--- src/rtl/block_copy_master_if.sv ---
// Avalon-MM master/slave bus bundle for the block copy engine.
interface block_copy_master_if #(
    parameter int unsigned ADDR_W = 12,
    parameter int unsigned DATA_W = 32
) ();
    localparam int unsigned BE_W = DATA_W / 8;

    logic [ADDR_W-1:0] address;
    logic              chipselect;
    logic              read;
    logic              write;
    logic [BE_W-1:0]   byteenable;
    logic [DATA_W-1:0] writedata;
    logic              clken;
    logic [DATA_W-1:0] readdata;
    logic              waitrequest;

    modport master (
        output address,
        output chipselect,
        output read,
        output write,
        output byteenable,
        output writedata,
        output clken,
        input  readdata,
        input  waitrequest
    );

    modport slave (
        input  address,
        input  chipselect,
        input  read,
        input  write,
        input  byteenable,
        input  writedata,
        input  clken,
        output readdata,
        output waitrequest
    );
endinterface

--- src/rtl/block_copy_master.sv ---
// Word-by-word memory block copy engine: read one word, write it, repeat.
module block_copy_master #(
    parameter int unsigned ADDR_W = 12,
    parameter int unsigned DATA_W = 32,
    parameter int unsigned LEN_W  = 13
) (
    input  logic              clk,
    input  logic              reset,
    input  logic              start,
    input  logic [ADDR_W-1:0] src_addr,
    input  logic [ADDR_W-1:0] dst_addr,
    input  logic [LEN_W-1:0]  length,
    output logic              busy,
    output logic              done,
    block_copy_master_if.master bus
);
    localparam int unsigned BE_W = DATA_W / 8;

    typedef enum logic [2:0] {
        IDLE,
        RD,
        RWAIT,
        WR,
        DONE
    } state_t;

    state_t            state;
    logic [ADDR_W-1:0] src_q;
    logic [ADDR_W-1:0] dst_q;
    logic [LEN_W-1:0]  len_q;
    logic [LEN_W-1:0]  idx;
    logic [DATA_W-1:0] buffer;
    logic [ADDR_W-1:0] address_q;
    logic              read_q;
    logic              write_q;
    logic              cs_q;
    logic              busy_q;
    logic              done_q;

    // Word index after the current write is accepted.
    logic [LEN_W-1:0]  idx_next_c;
    assign idx_next_c = idx + LEN_W'(1);

    // Sequencer: all bus strobes and status flags are registered here.
    always_ff @(posedge clk) begin
        if (reset) begin
            state     <= IDLE;
            src_q     <= '0;
            dst_q     <= '0;
            len_q     <= '0;
            idx       <= '0;
            buffer    <= '0;
            address_q <= '0;
            read_q    <= 1'b0;
            write_q   <= 1'b0;
            cs_q      <= 1'b0;
            busy_q    <= 1'b0;
            done_q    <= 1'b0;
        end else begin
            case (state)
                IDLE: begin
                    done_q <= 1'b0;
                    if (start) begin
                        if (length == '0) begin
                            // Empty copy: report completion without touching the bus.
                            state  <= DONE;
                            done_q <= 1'b1;
                        end else begin
                            state     <= RD;
                            src_q     <= src_addr;
                            dst_q     <= dst_addr;
                            len_q     <= length;
                            idx       <= '0;
                            address_q <= src_addr;
                            read_q    <= 1'b1;
                            cs_q      <= 1'b1;
                            busy_q    <= 1'b1;
                        end
                    end
                end

                RD: begin
                    // Command held unchanged until the slave stops stalling.
                    if (!bus.waitrequest) begin
                        state  <= RWAIT;
                        read_q <= 1'b0;
                        cs_q   <= 1'b0;
                    end
                end

                RWAIT: begin
                    // Read latency is one cycle, so data is valid now.
                    state     <= WR;
                    buffer    <= bus.readdata;
                    address_q <= dst_q + ADDR_W'(idx);
                    write_q   <= 1'b1;
                    cs_q      <= 1'b1;
                end

                WR: begin
                    if (!bus.waitrequest) begin
                        write_q <= 1'b0;
                        idx     <= idx_next_c;
                        if (idx_next_c == len_q) begin
                            state  <= DONE;
                            cs_q   <= 1'b0;
                            busy_q <= 1'b0;
                            done_q <= 1'b1;
                        end else begin
                            state     <= RD;
                            address_q <= src_q + ADDR_W'(idx_next_c);
                            read_q    <= 1'b1;
                            cs_q      <= 1'b1;
                        end
                    end
                end

                DONE: begin
                    state  <= IDLE;
                    done_q <= 1'b0;
                end

                default: begin
                    state   <= IDLE;
                    read_q  <= 1'b0;
                    write_q <= 1'b0;
                    cs_q    <= 1'b0;
                    busy_q  <= 1'b0;
                    done_q  <= 1'b0;
                end
            endcase
        end
    end

    // Drive the bus from the registered command state.
    assign bus.address    = address_q;
    assign bus.read       = read_q;
    assign bus.write      = write_q;
    assign bus.chipselect = cs_q;
    assign bus.writedata  = buffer;
    assign bus.byteenable = {BE_W{1'b1}};
    assign bus.clken      = 1'b1;

    assign busy = busy_q;
    assign done = done_q;
endmodule

--- src/flat_wrapper.sv ---
// flat-port wrapper written by rule: the top's interface ports become plain ports
module block_copy_master_flat 
#(
    parameter int unsigned ADDR_W = 12,
    parameter int unsigned DATA_W = 32,
    parameter int unsigned LEN_W  = 13
)
  (clk, reset, start, src_addr, dst_addr, length, busy, done, bus_address, bus_chipselect, bus_read, bus_write, bus_byteenable, bus_writedata, bus_clken, bus_readdata, bus_waitrequest);
  block_copy_master_if #(.ADDR_W(ADDR_W), .DATA_W(DATA_W)) bus_i ();
  input  logic clk;
  input  logic reset;
  input  logic start;
  input  logic [ADDR_W-1:0] src_addr;
  input  logic [ADDR_W-1:0] dst_addr;
  input  logic [LEN_W-1:0] length;
  output logic busy;
  output logic done;
  output wire logic [$bits(bus_i.address)-1:0] bus_address;
  output wire logic [$bits(bus_i.chipselect)-1:0] bus_chipselect;
  output wire logic [$bits(bus_i.read)-1:0] bus_read;
  output wire logic [$bits(bus_i.write)-1:0] bus_write;
  output wire logic [$bits(bus_i.byteenable)-1:0] bus_byteenable;
  output wire logic [$bits(bus_i.writedata)-1:0] bus_writedata;
  output wire logic [$bits(bus_i.clken)-1:0] bus_clken;
  input wire logic [$bits(bus_i.readdata)-1:0] bus_readdata;
  input wire logic [$bits(bus_i.waitrequest)-1:0] bus_waitrequest;
  assign bus_address = bus_i.address;
  assign bus_chipselect = bus_i.chipselect;
  assign bus_read = bus_i.read;
  assign bus_write = bus_i.write;
  assign bus_byteenable = bus_i.byteenable;
  assign bus_writedata = bus_i.writedata;
  assign bus_clken = bus_i.clken;
  assign bus_i.readdata = bus_readdata;
  assign bus_i.waitrequest = bus_waitrequest;
  block_copy_master #(.ADDR_W(ADDR_W), .DATA_W(DATA_W), .LEN_W(LEN_W)) u_core (.clk(clk), .reset(reset), .start(start), .src_addr(src_addr), .dst_addr(dst_addr), .length(length), .busy(busy), .done(done), .bus(bus_i));
endmodule
--- config.mk ---
export PLATFORM = sky130hd
export DESIGN_NAME = block_copy_master_flat
export DESIGN_NICKNAME = d
export VERILOG_FILES = /design/src/rtl/block_copy_master_if.sv /design/src/rtl/block_copy_master.sv /design/src/flat_wrapper.sv
export SDC_FILE = /design/constraint.sdc
export NUM_CORES = 1
export LEC_CHECK = 0
export ABC_AREA = 0
export BUFFER_PORTS_ARGS = -buffer_cell sky130_fd_sc_hd__buf_2
export CORE_AREA = 2 2 114 94
export DETAILED_ROUTE_END_ITERATION = 10
export DIE_AREA = 0 0 116 96
export HOLD_SLACK_MARGIN = 0.15
export PLACE_DENSITY = 0.93
export SLEW_MARGIN = 40
export SYNTH_ARGS = -nofsm -noshare
export SYNTH_HDL_FRONTEND = slang
export SYNTH_SLANG_ARGS = --single-unit
--- constraint.sdc ---
create_clock -name clk -period 9.49 [get_ports clk]
set_clock_uncertainty 0.2 [all_clocks]
set_input_delay 1.898 -clock clk [delete_from_list [all_inputs] [get_ports clk]]
set_output_delay 1.898 -clock clk [all_outputs]
set_load 0.01 [all_outputs]
==> flow_metrics.py <==
metrics = {
    "run_status": {
        "status": "completed",
    },
    "clocking": {
        "htree_num_levels": 3,
        "path_clk_slew_ns": 0.07,
        "clk-insertion-delay-late_ns": 0.35,
        "cts_inserted_buffers": 9,
        "clk_path_buf_depth": 2,
        "cts_root_buf": "clkbuf_16",
        "cts_resized": 0,
        "cts_tree": "built",
        "cts.sinks": 102,
        "postCtsSetupBuffers": 0,
        "cts_hold_buf": 0,
    },
    "synthesis": {
        "yosysSeqAreaShare_pct": 35.4,
        "syn_inst": 757,
        "synth.distinct_cells": 66,
        "avgSynthCellArea_sq_um": 7.61,
        "synth_edf_count": 0,
        "synthMuxAreaShare_pct": 0.695,
        "synth_xor_area_share_pct": 7.60,
        "ys_seq_elements": 102,
        "syn_area_sq_um": 5760,
        "async_flop_share_pct": 0,
        "yosys.area_share.simple_pct": 25.1,
        "synth_top_family_by_area": "simple AND/OR/NAND/NOR gates",
        "synth_warnings": 0,
        "synth_fa_ha_area_share_pct": 6.34,
        "synth_ff_type": "dfxtp_1",
        "synth_compound_area_share_pct": 19.7,
    },
    "timing": {
        "setup_viol": 0,
        "tightest_slew_ns": 0.757,
        "period_needed_ns": 4.19,
        "slew_viol_final": 0,
        "relSlewSlack_pct": 49.5,
        "min_period_over_period_pct": 44.2,
        "rsz0062_at_grt": "no",
        "max_freq_ghz": 0.238,
        "fin_setup_tns_ns": 0,
        "final-hold-violation-count": 0,
    },
    "placement": {
        "numPortBuffers": 121,
        "gp_congestion": 0.921,
        "dp_hpwl_microns": 10800,
        "placed_area_sq_um": 6400,
    },
    "worst_setup_path": {
        "timing.rr.start": "u_core.idx[0]",
        "end_kind": "register",
        "required_ns": 9.58,
        "crit_path_start": "u_core.idx[0]",
        "crit_path_max_fanout": 12,
        "startpoint_type": "register",
        "reg2reg_to": "u_core.bus.address[10]",
        "crit_type": "register to register",
        "r2r_slack_ns": 5.30,
        "cp.arrival_ns": 4.29,
        "reg2reg_depth": 13,
    },
    "floorplanning": {
        "start_util_pct": 57.7,
        "die_w_microns": 116,
        "rows": 33,
        "dieArea_sq_um": 11100,
        "ios": 127,
        "die_h_microns": 96,
        "fp.coreArea_sq_um": 9990,
    },
    "layout": {
        "multiInputGateArea_sq_um": 3450,
        "fin_area_sq_um": 6710,
        "drive_gt1_share_pct": 18.1,
        "antennaDiodeCount": 0,
        "syn_to_final_growth_pct": 16.4,
        "fillers": 857,
        "layout.nets": 951,
        "seqCellArea_sq_um": 2040,
    },
    "hold_path": {
        "hold_path_end": "u_core.bus.writedata[27]",
        "hold_depth": 2,
        "min_path_type": "register to register",
        "worstHoldStart": "u_core.bus.writedata[27]",
    },
    "global_route": {
        "grt_pass1_wl_microns": 23400,
        "grt_max_degree": 101,
        "antenna_found_initial": 0,
        "grt_pass1_vias": 4981,
        "overflow": 0,
        "grtUsageTotal_pct": 26.6,
    },
    "routing": {
        "wl_microns": 14900,
        "wl_per_cell_microns": 15.0,
        "drt-initial-drc-count": 800,
        "drc": 0,
        "vias_per_cell": 5.80,
        "dr_total_vias": 5769,
        "ant_nets": 0,
        "dr.pass1.iters": 6,
    },
    "power_and_ir_drop": {
        "power_density_nw_per_um2": 163,
        "p_leak_nw": 2.94,
        "vdd_drop_max_mv": 0.123,
        "power_mw": 1.09,
    },
    "run": {
        "cap_violations": 0,
    },
}
## per-layer routing
| metal | part of all wire, % | GRT usage, % | up-vias |
|---|---|---|---|
| met2 | 45 | 41.4 | 284 |
| met1 | 43 | 37.2 | 2651 |
| li1 | - | - | 2805 |
| met3 | 9.8 | 5.29 | 29 |
| met5 | 0 | 0 | - |
| met4 | 1.9 | 9.13 | 0 |
## worst max-delay path by stage
stage          slack, ns  cells after the start                endpoint
2_1_floorplan       5.77                      8   u_core.bus.address[5]
3_3_place_gp        5.31                      9   u_core.bus.address[5]
3_5_place_dp        5.24                      9   u_core.bus.address[5]
4_1_cts             5.39                     13  u_core.bus.address[10]
5_1_grt             5.02                     13  u_core.bus.address[10]
6_report            5.30                     13  u_core.bus.address[10]
## area by class of cell
class	instances	area share (%)
Multi-Input combinational cell	593	51.5
Sequential cell	102	30.4
Timing Repair Buffer	129	9.98
Clock buffer	12	3.82
Tap cell	140	2.61
Inverter	15	0.840
Clock inverter	4	0.802
## stage by stage
stage	worst slack, ns	hold slack, ns	utilization, %	cells
finish	5.30	0.252	67.1	995
global route	5.02	0.269	67.1	995
CTS	5.39	0.253	67.1	995
detailed placement	5.24	0.243	64.0	979
global placement	5.31	0.239	63.9	979
floorplan	5.77	0.240	-	761
## synth_stat cells (3+ instances only)
| cell | n | area (sq um) |
|---|---|---|
| nand2_1 | 180 | 676 |
| a21oi_1 | 110 | 551 |
| dfxtp_1 | 102 | 2040 |
| nor2_1 | 50 | 188 |
| clkbuf_1 | 36 | 135 |
| o21ai_0 | 31 | 155 |
| ha_1 | 26 | 325 |
| xnor2_1 | 25 | 219 |
| nand3_1 | 16 | 80.1 |
| nor3_1 | 15 | 75.1 |
| inv_1 | 14 | 52.6 |
| xor2_1 | 12 | 105 |
| a211o_1 | 9 | 78.8 |
| or3_1 | 9 | 56.3 |
| and3_1 | 7 | 43.8 |
| nand4_1 | 7 | 43.8 |
| nor4_1 | 7 | 43.8 |
| a211oi_1 | 6 | 45.0 |
| buf_2 | 6 | 30.0 |
| buf_4 | 6 | 45.0 |
| nand2b_1 | 6 | 37.5 |
| and2_1 | 5 | 31.3 |
| a21o_1 | 4 | 30.0 |
| mux2i_1 | 4 | 40.0 |
| xnor3_1 | 4 | 90.1 |
| a2111oi_0 | 3 | 26.3 |
| and4_1 | 3 | 26.3 |
| nand4b_1 | 3 | 26.3 |
| o21a_1 | 3 | 22.5 |
## critical path, cell delays in order, from the launching register on
cell and delay [ns]:
dfxtp_1 0.64, ha_1 0.53, and3_1 0.33, xnor2_1 0.23
inv_1 0.10, ha_1 0.37, o21ai_0 0.19, a21oi_1 0.09
o41ai_1 0.42, o21ai_0 0.21, xor2_1 0.15, mux2i_1 0.09
a2111oi_0 0.43, a31o_1 0.14
## sequential cells by signal (all words and copies together), names as in the netlist
name                   cells
u_core.busy                1
u_core.src_q              12
u_core.bus.chipselect      1
u_core.idx                13
u_core.len_q              13
u_core.done                1
u_core.state               3
u_core.bus.address        12
u_core.bus.read            1
u_core.bus.write           1
u_core.dst_q              12
u_core.bus.writedata      32
## cell families (layout without fill, tap and decap cells)
group,count (synthesis),count (layout)
and+or+nand+nor,321,321
AOI/OAI and AO/OA,193,193
DFF,102,102
buffers and inverters,66,160
xor gates and xnor gates,42,42
adders and majority gates,28,28
muxes,4,4
other,1,5
## cells in the final DEF, fill, tap and decap left out, types with 7 or more instances in the layout
cell type  synthesis  routed
nand2_1          180     180
buf_2              6     121
a21oi_1          110     110
dfxtp_1          102     102
nor2_1            50      48
o21ai_0           31      31
ha_1              26      26
xnor2_1           25      25
nand3_1           16      16
nor3_1            15      15
inv_1             14      14
xor2_1            12      12
or3_1              9       9
a211o_1            9       9
clkbuf_16          0       9
and3_1             7       7
nand4_1            7       7
buf_4              6       7
## report_power, final
part	switching, mW	total [mW]	leakage (nW)	internal (mW)
Sequential	0.0243	0.486	0.832	0.462
Combinational	0.135	0.222	1.97	0.0872
Clock	0.164	0.384	0.145	0.220
Total	0.324	1.09	2.94	0.769
(Power assumes the default switching activity.)
